==> config.mk <==
export PLATFORM = sky130hd
export DESIGN_NAME = cdb_arbiter
export DESIGN_NICKNAME = d
export VERILOG_FILES = /design/src/rtl/tomasulo_pkg.sv /design/src/rtl/rr_pick.sv /design/src/rtl/cdb_arbiter.sv
export SDC_FILE = /design/constraint.sdc
export NUM_CORES = 1
export LEC_CHECK = 0
export BUFFER_PORTS_ARGS = -buffer_cell sky130_fd_sc_hd__buf_2
export CAP_MARGIN = 25
export CELL_PAD_IN_SITES_DETAIL_PLACEMENT = 1
export CELL_PAD_IN_SITES_GLOBAL_PLACEMENT = 2
export CORE_MARGIN = 1
export CORE_UTILIZATION = 27
export DETAILED_ROUTE_END_ITERATION = 12
export PLACE_DENSITY = 0.95
export RECOVER_POWER = 100
export SYNTH_ARGS = -nofsm -noshare
export SYNTH_HDL_FRONTEND = slang
export SYNTH_SLANG_ARGS = --single-unit
==> constraint.sdc <==
create_clock -name clk1 -period 4.1 [get_ports clk1]
set_clock_uncertainty 0.1 [all_clocks]
set_input_delay 0.41 -clock clk1 [delete_from_list [all_inputs] [get_ports clk1]]
set_output_delay 0.41 -clock clk1 [all_outputs]
set_load 0.05 [all_outputs]
==> src/rtl/tomasulo_pkg.sv <==
// Shared constants for the Tomasulo core: opcodes, ROB geometry, data width
// and the indices of the functional units that complete onto the CDB.
package tomasulo_pkg;

  localparam int ROB_DEPTH = 8;
  localparam int TAG_W     = $clog2(ROB_DEPTH);
  localparam int DATA_W    = 16;
  localparam int NUM_FU    = 3;
  localparam int SRC_W     = 2;

  localparam int ADD_FU = 0;
  localparam int MUL_FU = 1;
  localparam int LD_FU  = 2;

  typedef enum logic [2:0] {
    OP_ADD = 3'd0,
    OP_SUB = 3'd1,
    OP_MUL = 3'd2,
    OP_DIV = 3'd3,
    OP_LD  = 3'd4,
    OP_ST  = 3'd5,
    OP_BEQ = 3'd6,
    OP_NOP = 3'd7
  } opcode_e;

  typedef struct packed {
    logic              valid;
    logic [TAG_W-1:0]  tag;
    logic [DATA_W-1:0] data;
    logic [SRC_W-1:0]  src;
  } cdb_bcast_t;

endpackage

==> src/rtl/rr_pick.sv <==
// Round-robin priority search: grants the first asserted request found when
// scanning upward from rr_ptr, wrapping modulo NREQ. Purely combinational.
module rr_pick #(
  parameter int NREQ = 3,
  parameter int PW   = 2
) (
  input  logic [NREQ-1:0] req,
  input  logic [PW-1:0]   rr_ptr,
  output logic [NREQ-1:0] gnt,
  output logic [PW-1:0]   idx,
  output logic            found
);

  int w_cand;

  always_comb begin
    gnt    = '0;
    idx    = '0;
    found  = 1'b0;
    w_cand = 0;
    for (int k = 0; k < NREQ; k++) begin
      w_cand = int'(rr_ptr) + k;
      if (w_cand >= NREQ) w_cand = w_cand - NREQ;
      if (!found && req[w_cand]) begin
        found       = 1'b1;
        gnt[w_cand] = 1'b1;
        idx         = PW'(w_cand);
      end
    end
  end

endmodule

==> src/rtl/cdb_arbiter.sv <==
// Common-data-bus arbiter: round-robin grant among completing units, one
// registered broadcast per granted cycle, plus a wrapping broadcast counter.
module cdb_arbiter
  import tomasulo_pkg::*;
#(
  parameter int NREQ = NUM_FU,
  parameter int DW   = DATA_W,
  parameter int TW   = TAG_W
) (
  input  logic               clk1,
  input  logic               rst_n,
  input  logic [NREQ-1:0]    req,
  input  logic [NREQ*TW-1:0] req_tag,
  input  logic [NREQ*DW-1:0] req_data,
  input  logic               cdb_en,
  input  logic               flush,
  output logic [NREQ-1:0]    gnt,
  output logic               cdb_valid,
  output logic [TW-1:0]      cdb_tag,
  output logic [DW-1:0]      cdb_data,
  output logic [SRC_W-1:0]   cdb_src,
  output logic [7:0]         bcast_cnt
);

  localparam int PW = (NREQ > 1) ? $clog2(NREQ) : 1;

  logic [PW-1:0]    r_rr_ptr;
  logic             r_cdb_valid;
  logic [TW-1:0]    r_cdb_tag;
  logic [DW-1:0]    r_cdb_data;
  logic [SRC_W-1:0] r_cdb_src;
  logic [7:0]       r_bcast_cnt;

  logic [NREQ-1:0]  w_pick_gnt;
  logic [PW-1:0]    w_pick_idx;
  logic             w_pick_found;
  logic             w_grant;
  logic [PW-1:0]    w_ptr_next;

  rr_pick #(
    .NREQ (NREQ),
    .PW   (PW)
  ) u_rr_pick (
    .req    (req),
    .rr_ptr (r_rr_ptr),
    .gnt    (w_pick_gnt),
    .idx    (w_pick_idx),
    .found  (w_pick_found)
  );

  // Reset, flush and a busy ROB write port all veto the grant in the same cycle.
  assign w_grant    = rst_n & cdb_en & ~flush & w_pick_found;
  assign gnt        = w_grant ? w_pick_gnt : '0;
  assign w_ptr_next = (int'(w_pick_idx) == NREQ - 1) ? '0 : w_pick_idx + 1'b1;

  always_ff @(posedge clk1) begin
    if (!rst_n) begin
      r_rr_ptr    <= '0;
      r_cdb_valid <= 1'b0;
      r_cdb_tag   <= '0;
      r_cdb_data  <= '0;
      r_cdb_src   <= '0;
      r_bcast_cnt <= '0;
    end else begin
      r_cdb_valid <= w_grant;
      if (w_grant) begin
        r_rr_ptr    <= w_ptr_next;
        r_cdb_tag   <= req_tag[int'(w_pick_idx)*TW +: TW];
        r_cdb_data  <= req_data[int'(w_pick_idx)*DW +: DW];
        r_cdb_src   <= SRC_W'(w_pick_idx);
        r_bcast_cnt <= r_bcast_cnt + 8'd1;
      end
    end
  end

  assign cdb_valid = r_cdb_valid;
  assign cdb_tag   = r_cdb_tag;
  assign cdb_data  = r_cdb_data;
  assign cdb_src   = r_cdb_src;
  assign bcast_cnt = r_bcast_cnt;

endmodule

==> results_dict.tcl <==
set metrics [dict create \
    totalWireLength_um 5960 \
    areaGrowthSynthToFinish_pct 29.3 \
    cts_inserted_buffers 5 \
    die_w_um 85.8 \
    synth_area_um2 1900 \
    ant_nets 0 \
    routed_via_density 5.09 \
    finalWorstSetupSlack_ns 0.585 \
    endpoint_kind "output pin" \
    hold_buffers 0 \
    post-synth-top-count-cell "dfxtp_1" \
    worst_pin_slew_ns 0.938 \
    p_leak_uw 0.00103 \
    finalSetupTns_ns 0 \
    ir_worst_vdd_uv 155 \
    cp.required_ns 3.59 \
    cp_num_buf_inv 3 \
    min_period_ns 3.51 \
    start_util 0.279 \
    slowest_stage "inv_2" \
    drt_iter0_markers 55 \
    maxSlewHeadroom 0.375 \
    grt_pass1_vias 2001 \
    rsz0062_at_grt "false" \
    status "completed" \
    core_um2 6790 \
    post-place-ws_ns 0.842 \
    via_count 1987 \
    fillers 846 \
    yosys-top-cells-area "dfxtp_1, mux2i_1, a32oi_1" \
    hp-class "primary input to flop" \
    grt_max_degree 29 \
    cts_resized 0 \
    ioPinCount 97 \
    synthCells 205 \
    critPathMaxStageDelay_ns 0.43 \
    crit_arrival_ns 3.00 \
    cp_cell_sequence "inv_1, ha_1, mux2i_1, mux2_1, a2bb2oi_4, inv_2, o21ai_0, a21oi_1, clkbuf_2" \
    ys_types 45 \
    ctsHtreeMaxLevel 2 \
    dr.pass1.iters 4 \
    cts.sinks 32 \
    finalHoldViolations 0 \
    yosysTopAreaCellShare 0.338 \
    synthArstFlopShare 0 \
    detail_route.wl_per_cell_um 15.3 \
    dieArea_um2 7370 \
    drc_errors 0 \
    ys_ff_latch 32 \
    cap_violations 0 \
    critPathLaunchType "flop" \
    clk_latency_ns 0.29 \
    antenna_found_initial 0 \
    rows 30 \
    nets 362 \
    synth_flop_cell "dfxtp_1" \
    finalCritPeriodShare 0.857 \
    critPathKind "flop to output pin" \
    netlist.top_cell.by_area "dfxtp_1" \
    clockBufferDepth 2 \
    cts_setup_buffers 0 \
    die_y_um 85.8 \
    synth_edf_count 0 \
    synth_commonest_cells "dfxtp_1, mux2i_1, a32oi_1, o21ai_1, nand2_1" \
    antennaDiodeCount 0 \
    place_hpwl_um 4430 \
    grt_pass1_wl_um 9380 \
    syn_area_per_cell_um2 9.26 \
    cts_root_buffer "clkbuf_8" \
    track_usage 0.161 \
    crit_fanout 28 \
    power_density_nw_per_um2 498 \
    syn_nets 274 \
    seq_area_frac_synth 0.338 \
    overflow 0 \
    path_delay_family "buffers and inverters" \
    max_freq_mhz 285 \
    clk_pin_slew_ns 0.07 \
    slew_viol_final 0 \
    io_buffers 96 \
    cts_tree "built" \
    setup_viol 0 \
    gp_congestion 0.838 \
    drive_gt1_frac 0.276 \
    ys.warnings.count 0 \
]
per-layer routing:
metal  up-vias  part of all wire  global-route usage
met2        86              0.49               0.289
li1        959                 -                   -
met1       936              0.42               0.185
met3         6             0.077              0.0520
met5         -                 0                   0
met4         0             0.011              0.0379
state kept, by name, summed over array words and instances (netlist names):
| name | cells |
|---|---|
| cdb_src | 2 |
| cdb_valid | 1 |
| cdb_tag | 3 |
| bcast_cnt | 8 |
| cdb_data | 16 |
| r_rr_ptr | 2 |
final cells by class:
type	count	area (um^2)	share of cell area
flip-flops and latches	32	641	0.261
clock inverters	3	18.8	0.00765
multi-input cells	149	1120	0.458
inverters	7	26.3	0.0107
well taps	96	120	0.0490
repair buffers	98	455	0.186
clock buffers	5	68.8	0.0280
path summary, 6_finish.rpt:
| kind | start | end | slack [ns] | cells past startpoint |
|---|---|---|---|---|
| worst max-delay path | r_rr_ptr[1]$_SDFFE_PN0P_ | gnt[0] | 0.59 | 9 |
| worst max register to register | r_rr_ptr[0]$_SDFFE_PN0P_ | cdb_tag[0]$_SDFFE_PN0P_ | 0.87 | 8 |
| worst min register to register | cdb_tag[1]$_SDFFE_PN0P_ | cdb_tag[1]$_SDFFE_PN0P_ | 0.38 | 2 |
| worst min-delay path | req_data[42] | cdb_data[10]$_SDFFE_PN0P_ | 0.25 | 3 |
report_power, final:
group          internal, uW  switching (uW)  leakage, uW
sequential              359            30.8     0.000261
clock                   118             128    0.0000479
combinational           180             405     0.000724
total                   658             563      0.00103
cell usage in the layout (no fill, tap or decap), types with 2 or more instances in the layout:
cell,Yosys,routed
a21oi_1,9,9
a31oi_1,4,4
a32oi_1,19,19
buf_2,4,63
buf_4,8,2
clkbuf_1,3,32
clkbuf_8,0,5
clkinv_2,0,2
dfxtp_1,32,32
ha_1,5,5
inv_1,6,6
mux2i_1,25,25
nand2_1,12,12
nand2b_1,7,7
nand3_1,3,3
nand3b_1,3,3
nand4_1,2,2
nor2_1,5,5
nor3_1,2,2
o21ai_0,11,26
o31ai_1,2,2
worst min-delay path, delay by kind of cell:
kind                   cells  cell delay [ns]
AO/OA/AOI/OAI              2             0.13
buffers and inverters      1             0.07
per-stage QoR:
stage                     instances  utilization  power, uW  area, um^2  hold WS [ns]
after floorplan                 205            -        865        1900         0.382
after global placement          382        0.354        987        2410         0.344
after detailed placement        382        0.354       1000        2410         0.361
after CTS                       390        0.367       1250        2490         0.254
after global routing            390        0.361       1290        2450         0.258
final                           390        0.361       1220        2450         0.251
cell families (layout without fill, tap and decap cells):
| group | after synthesis | count (layout) | share of synthesized area |
|---|---|---|---|
| AO/OA/AOI/OAI | 75 | 75 | 0.293 |
| AND/OR/NAND/NOR | 42 | 42 | 0.120 |
| flip-flops | 32 | 32 | 0.338 |
| multiplexers | 26 | 26 | 0.138 |
| buffers and inverters | 24 | 113 | 0.0738 |
| adder cells (fa/ha/maj) | 5 | 5 | 0.0330 |
| XOR/XNOR | 1 | 1 | 0.00462 |
(Power assumes the default switching activity.)
